$ cat config.mk
export PLATFORM = sky130hd
export DESIGN_NAME = vx_reorder_buffer
export DESIGN_NICKNAME = d
export VERILOG_FILES = /design/src/rtl/vx_reorder_buffer_pkg.sv /design/src/rtl/vx_reorder_buffer_dp_ram.sv /design/src/rtl/vx_reorder_buffer.sv
export SDC_FILE = /design/constraint.sdc
export NUM_CORES = 1
export LEC_CHECK = 0
export CORE_MARGIN = 2
export CORE_UTILIZATION = 30
export DETAILED_ROUTE_END_ITERATION = 10
export PLACE_DENSITY = 0.54
export SYNTH_ARGS = -nofsm -noshare
export SYNTH_HDL_FRONTEND = slang
export SYNTH_SLANG_ARGS = --single-unit
$ cat constraint.sdc
create_clock -name clk_i -period 6.1 [get_ports clk_i]
set_clock_uncertainty 0.15 [all_clocks]
set_input_delay 0.61 -clock clk_i [delete_from_list [all_inputs] [get_ports clk_i]]
set_output_delay 0.61 -clock clk_i [all_outputs]
set_load 0.005 [all_outputs]
$ cat src/rtl/vx_reorder_buffer_pkg.sv
// Shared helpers for the reorder buffer: tag-width derivation and the
// occupancy-counter operation encoding.
package vx_reorder_buffer_pkg;

    // Width needed to address n entries, never less than one bit.
    function automatic int unsigned vx_log2up(input int unsigned n);
        return (n > 1) ? $clog2(n) : 1;
    endfunction

    // What the occupancy counter does in a given cycle.
    typedef enum logic [1:0] {
        CNT_HOLD = 2'd0,
        CNT_INC  = 2'd1,
        CNT_DEC  = 2'd2
    } cnt_op_e;

endpackage

$ cat src/rtl/vx_reorder_buffer_dp_ram.sv
// Payload store for the reorder buffer: one synchronous write port and one
// asynchronous read port. Contents are never reset.
module vx_reorder_buffer_dp_ram #(
    parameter int DATAW  = 1,
    parameter int SIZE   = 4,
    parameter int ADDRW  = 2,
    parameter int LUTRAM = 1
) (
    input  logic             clk_i,
    input  logic             we_i,
    input  logic [ADDRW-1:0] waddr_i,
    input  logic [DATAW-1:0] wdata_i,
    input  logic [ADDRW-1:0] raddr_i,
    output logic [DATAW-1:0] rdata_o
);

    generate
        if (LUTRAM != 0) begin : g_lutram
            (* ram_style = "distributed" *) logic [DATAW-1:0] mem_q [SIZE];

            // Write the arriving payload into its slot.
            always_ff @(posedge clk_i) begin
                if (we_i) begin
                    mem_q[waddr_i] <= wdata_i;
                end
            end

            assign rdata_o = mem_q[raddr_i];
        end else begin : g_flop
            (* ram_style = "registers" *) logic [DATAW-1:0] mem_q [SIZE];

            // Write the arriving payload into its slot.
            always_ff @(posedge clk_i) begin
                if (we_i) begin
                    mem_q[waddr_i] <= wdata_i;
                end
            end

            assign rdata_o = mem_q[raddr_i];
        end
    endgenerate

endmodule

$ cat src/rtl/vx_reorder_buffer.sv
// Reorder buffer: hands out tags in ring order, accepts out-of-order
// completions against those tags, and releases entries strictly in
// allocation order once the oldest one has completed.
module vx_reorder_buffer
    import vx_reorder_buffer_pkg::*;
#(
    parameter int DATAW  = 1,
    parameter int SIZE   = 4,
    parameter int ADDRW  = int'(vx_log2up(SIZE)),
    parameter int LUTRAM = 1
) (
    input  logic             clk_i,
    input  logic             rst_ni,
    input  logic             alloc_valid_i,
    output logic             alloc_ready_o,
    output logic [ADDRW-1:0] alloc_tag_o,
    input  logic             fill_valid_i,
    input  logic [ADDRW-1:0] fill_tag_i,
    input  logic [DATAW-1:0] fill_data_i,
    output logic             deq_valid_o,
    output logic [ADDRW-1:0] deq_tag_o,
    output logic [DATAW-1:0] deq_data_o,
    input  logic             deq_ready_i,
    output logic             empty_o,
    output logic             full_o
);

    localparam int              CNTW = ADDRW + 1;
    localparam logic [ADDRW-1:0] LAST = ADDRW'(SIZE - 1);
    localparam logic [CNTW-1:0]  CAP  = CNTW'(SIZE);

    // Advance a ring pointer, wrapping after the last entry.
    function automatic logic [ADDRW-1:0] wrap_inc(input logic [ADDRW-1:0] p);
        return (p == LAST) ? '0 : p + 1'b1;
    endfunction

    logic [ADDRW-1:0] head_q, head_d;
    logic [ADDRW-1:0] tail_q, tail_d;
    logic [CNTW-1:0]  count_q, count_d;
    logic [SIZE-1:0]  busy_q, busy_d;
    logic [SIZE-1:0]  done_q, done_d;

    logic    alloc_fire;
    logic    deq_fire;
    cnt_op_e cnt_op;

    // Status and handshake outputs come from registered state only.
    assign empty_o       = (count_q == '0);
    assign full_o        = (count_q == CAP);
    assign alloc_ready_o = !full_o;
    assign alloc_tag_o   = tail_q;
    assign deq_valid_o   = !empty_o && done_q[head_q];
    assign deq_tag_o     = head_q;

    assign alloc_fire = alloc_valid_i && alloc_ready_o;
    assign deq_fire   = deq_valid_o && deq_ready_i;

    // Decide how occupancy moves this cycle.
    always_comb begin
        cnt_op = CNT_HOLD;
        unique case ({alloc_fire, deq_fire})
            2'b10:   cnt_op = CNT_INC;
            2'b01:   cnt_op = CNT_DEC;
            default: cnt_op = CNT_HOLD;
        endcase
    end

    // Next-state for pointers, count and per-entry flags. Legal traffic never
    // makes these updates collide on one entry; a fill is applied last so a
    // stray fill still leaves done set.
    always_comb begin
        head_d  = head_q;
        tail_d  = tail_q;
        count_d = count_q;
        busy_d  = busy_q;
        done_d  = done_q;

        if (deq_fire) begin
            busy_d[head_q] = 1'b0;
            done_d[head_q] = 1'b0;
            head_d         = wrap_inc(head_q);
        end

        if (alloc_fire) begin
            busy_d[tail_q] = 1'b1;
            done_d[tail_q] = 1'b0;
            tail_d         = wrap_inc(tail_q);
        end

        if (fill_valid_i) begin
            done_d[fill_tag_i] = 1'b1;
        end

        unique case (cnt_op)
            CNT_INC: count_d = count_q + 1'b1;
            CNT_DEC: count_d = count_q - 1'b1;
            default: count_d = count_q;
        endcase
    end

    // Control state register with asynchronous clear.
    always_ff @(posedge clk_i or negedge rst_ni) begin
        if (!rst_ni) begin
            head_q  <= '0;
            tail_q  <= '0;
            count_q <= '0;
            busy_q  <= '0;
            done_q  <= '0;
        end else begin
            head_q  <= head_d;
            tail_q  <= tail_d;
            count_q <= count_d;
            busy_q  <= busy_d;
            done_q  <= done_d;
        end
    end

    vx_reorder_buffer_dp_ram #(
        .DATAW  (DATAW),
        .SIZE   (SIZE),
        .ADDRW  (ADDRW),
        .LUTRAM (LUTRAM)
    ) u_store (
        .clk_i   (clk_i),
        .we_i    (fill_valid_i),
        .waddr_i (fill_tag_i),
        .wdata_i (fill_data_i),
        .raddr_i (head_q),
        .rdata_o (deq_data_o)
    );

    // A fill must name an entry that is outstanding and not yet completed.
    a_fill_busy: assert property (@(posedge clk_i) disable iff (!rst_ni)
        fill_valid_i |-> busy_q[fill_tag_i]);
    a_fill_once: assert property (@(posedge clk_i) disable iff (!rst_ni)
        fill_valid_i |-> !done_q[fill_tag_i]);

endmodule

==> qor.yml <==
cp.required_ns: 5.34
fin_nets: 109
pre_cts_slack_ns: 3.51
route.met2.wl_microns: 781
core_sq_um: 2730
grt_max_degree: 12
syn_nets: 90
worstSetupStartpointType: "flop"
num-fill-cells: 266
cts_sinks: 15
cp-end-kind: "output port"
drc: 0
dp_hpwl_mm: 1.33
synth_cell_types: 24
grt_pass1_vias: 561
period_needed_ns: 2.85
seq_area_sq_um: 395
drt_iter0_drc: 6
ant_nets: 0
power.leakage_nw: 0.487
cts_buffer_depth: 2
chipWidth_microns: 57.6
reg2regPathDepth: 9
vias_per_cell: 4.92
htree_levels: 1
highest_layer: "met4"
r2r_start: "deq_tag_o[0]$_DFFE_PN0N_"
final_common_cell: "clkdlybuf4s50_1"
syn_area_sq_um: 863
max_cap_viol_count: 0
setup_viol_count_final: 0
clock_latency_ns: 0.28
syn_avg_cell_area_sq_um: 12.0
ys_ff_latch: 15
status: "complete, no violations"
grt.overflow.total: 0
layout_setup_ws_ns: 3.25
slew_viol_final: 0
path_clk_slew_ns: 0.09
grt_setup_unrepaired: "false"
fin_tns_setup_ns: 0
hold_buffers: 0
r2r_slack_ns: 3.71
ctsResizeCount: 0
critical_path.max_fanout: 8
syn2layout_area_growth_pct: 25.1
reg2reg_to: "count_q[2]$_DFFE_PN0P_"
drive_gt1_share_pct: 7.78
power_mw: 0.511
postCtsSetupBuffers: 0
period_share_pct: 46.8
antenna_found_initial: 0
gp_congestion: 0.733
n_antenna_cell: 0
numCtsBuffers: 3
arrival_ns: 2.09
via_count: 595
hp-class: "flop to flop"
final_cell_area_sq_um: 1080
irDropWorstVdd_mv: 0.243
endpoint: "deq_valid_o"
portBuffers: 16
ys_seq_area_share_pct: 45.8
dr.pass1.iters: 5
initial_core_util_pct: 31.6
root_buffer: "clkbuf_4"
worst_pin_slew_ns: 0.521
hold_violations: 0
max_freq_ghz: 0.351
yosys_warnings: 0
grt_pass1_wl_mm: 2.75
wl_met3_microns: 106
placedInstanceArea_sq_um: 1050
track_usage_pct: 11.3
powerDensity_nw_per_um2: 473
drt-met1-wl_microns: 782
slew_headroom_pct: 65.1
crit_start: "deq_tag_o[0]$_DFFE_PN0N_"
multi_input_area_sq_um: 420
layout_common_cells: "16 x clkdlybuf4s50_1, 11 x dfrtp_1, 10 x inv_1"
critPathKind: "flop to output port"
cts_tree: "yes"
fp.dieH_microns: 57.6
drt_wl_total_mm: 1.69
syn_inst: 72
rows: 19
wl_per_cell_microns: 13.9
ios: 17
die-area_sq_um: 3320
whs_ns: 0.338
cells in the mapped netlist:
cell type | count | area, sq um
xnor2_1 | 1 | 8.76
buf_2 | 2 | 10.0
mux4_2 | 1 | 22.5
nor3b_1 | 1 | 7.51
nand3_1 | 4 | 20.0
inv_1 | 10 | 37.5
mux2_1 | 4 | 45.0
mux4_1 | 1 | 26.3
ha_1 | 9 | 113
a31o_1 | 4 | 35.0
and2_2 | 1 | 7.51
or3b_1 | 1 | 8.76
and3_1 | 1 | 6.26
and3b_1 | 1 | 8.76
nand4_1 | 4 | 25.0
or3_1 | 1 | 6.26
xor2_1 | 2 | 17.5
edfxtp_1 | 4 | 120
fa_1 | 1 | 20.0
nand3_2 | 1 | 10.0
nand2_1 | 2 | 7.51
mux2i_1 | 1 | 10.0
dfrtp_1 | 11 | 275
nor2_1 | 4 | 15.0
sequential cells by signal, indices dropped and copies added (netlist names):
| register | count |
|---|---|
| deq_tag_o | 2 |
| u_store.g_lutram.mem_q | 4 |
| done_q | 4 |
| alloc_tag_o | 2 |
| count_q | 3 |
worst min-delay path by stage:
stage / startpoint / to / cells past startpoint / slack, ns
floorplan: rst_ni / alloc_tag_o[0]$_DFFE_PN0N_ / 0 / 0.16
global placement: count_q[2]$_DFFE_PN0P_ / count_q[2]$_DFFE_PN0P_ / 1 / 0.33
detailed placement: count_q[2]$_DFFE_PN0P_ / count_q[2]$_DFFE_PN0P_ / 1 / 0.32
CTS: count_q[2]$_DFFE_PN0P_ / count_q[2]$_DFFE_PN0P_ / 1 / 0.34
global route: count_q[2]$_DFFE_PN0P_ / count_q[2]$_DFFE_PN0P_ / 1 / 0.37
finish: count_q[2]$_DFFE_PN0P_ / count_q[2]$_DFFE_PN0P_ / 1 / 0.34
routing by layer:
layer | track usage (%) | vias to the layer above
li1 | - | 293
met1 | 16.1 | 283
met2 | 16.6 | 17
met3 | 4.69 | 2
met4 | 1.99 | 0
met5 | 0 | -
cell families (layout without fill, tap and decap cells):
| group | Yosys count | count (layout) | share of synthesized area, % |
|---|---|---|---|
| and+or+nand+nor | 21 | 21 | 14.2 |
| AOI/OAI and AO/OA | 4 | 4 | 4.06 |
| DFF | 15 | 15 | 45.8 |
| muxes | 7 | 7 | 12.0 |
| adders and majority gates | 10 | 10 | 15.4 |
| buffers and inverters | 12 | 30 | 5.51 |
| xor gates and xnor gates | 3 | 3 | 3.04 |
where the power goes:
group	switching [mW]	leakage, nW	internal (mW)
Sequential	0.0422	0.166	0.144
Clock	0.0320	0.0177	0.0243
Combinational	0.115	0.303	0.153
Total	0.189	0.487	0.322
metrics by stage:
stage	instances	util (%)
floorplan	72	-
global placement	117	38.5
detailed placement	117	38.5
CTS	121	39.5
global route	121	39.5
finish	121	39.5
critical path, cell delays in order, from the launching register on:
cell             delay (ns)
dfrtp_1                0.53
mux4_2                 0.62
and2_2                 0.22
clkdlybuf4s50_1        0.44
cell type report:
| class | instances | area share, % |
|---|---|---|
| multi-input cells | 45 | 38.9 |
| flip-flops and latches | 15 | 36.6 |
| repair buffers | 16 | 14.8 |
| well taps | 31 | 3.59 |
| inverters | 10 | 3.48 |
| clock buffers | 3 | 2.09 |
| clock inverters | 1 | 0.463 |
(Power assumes the default switching activity.)
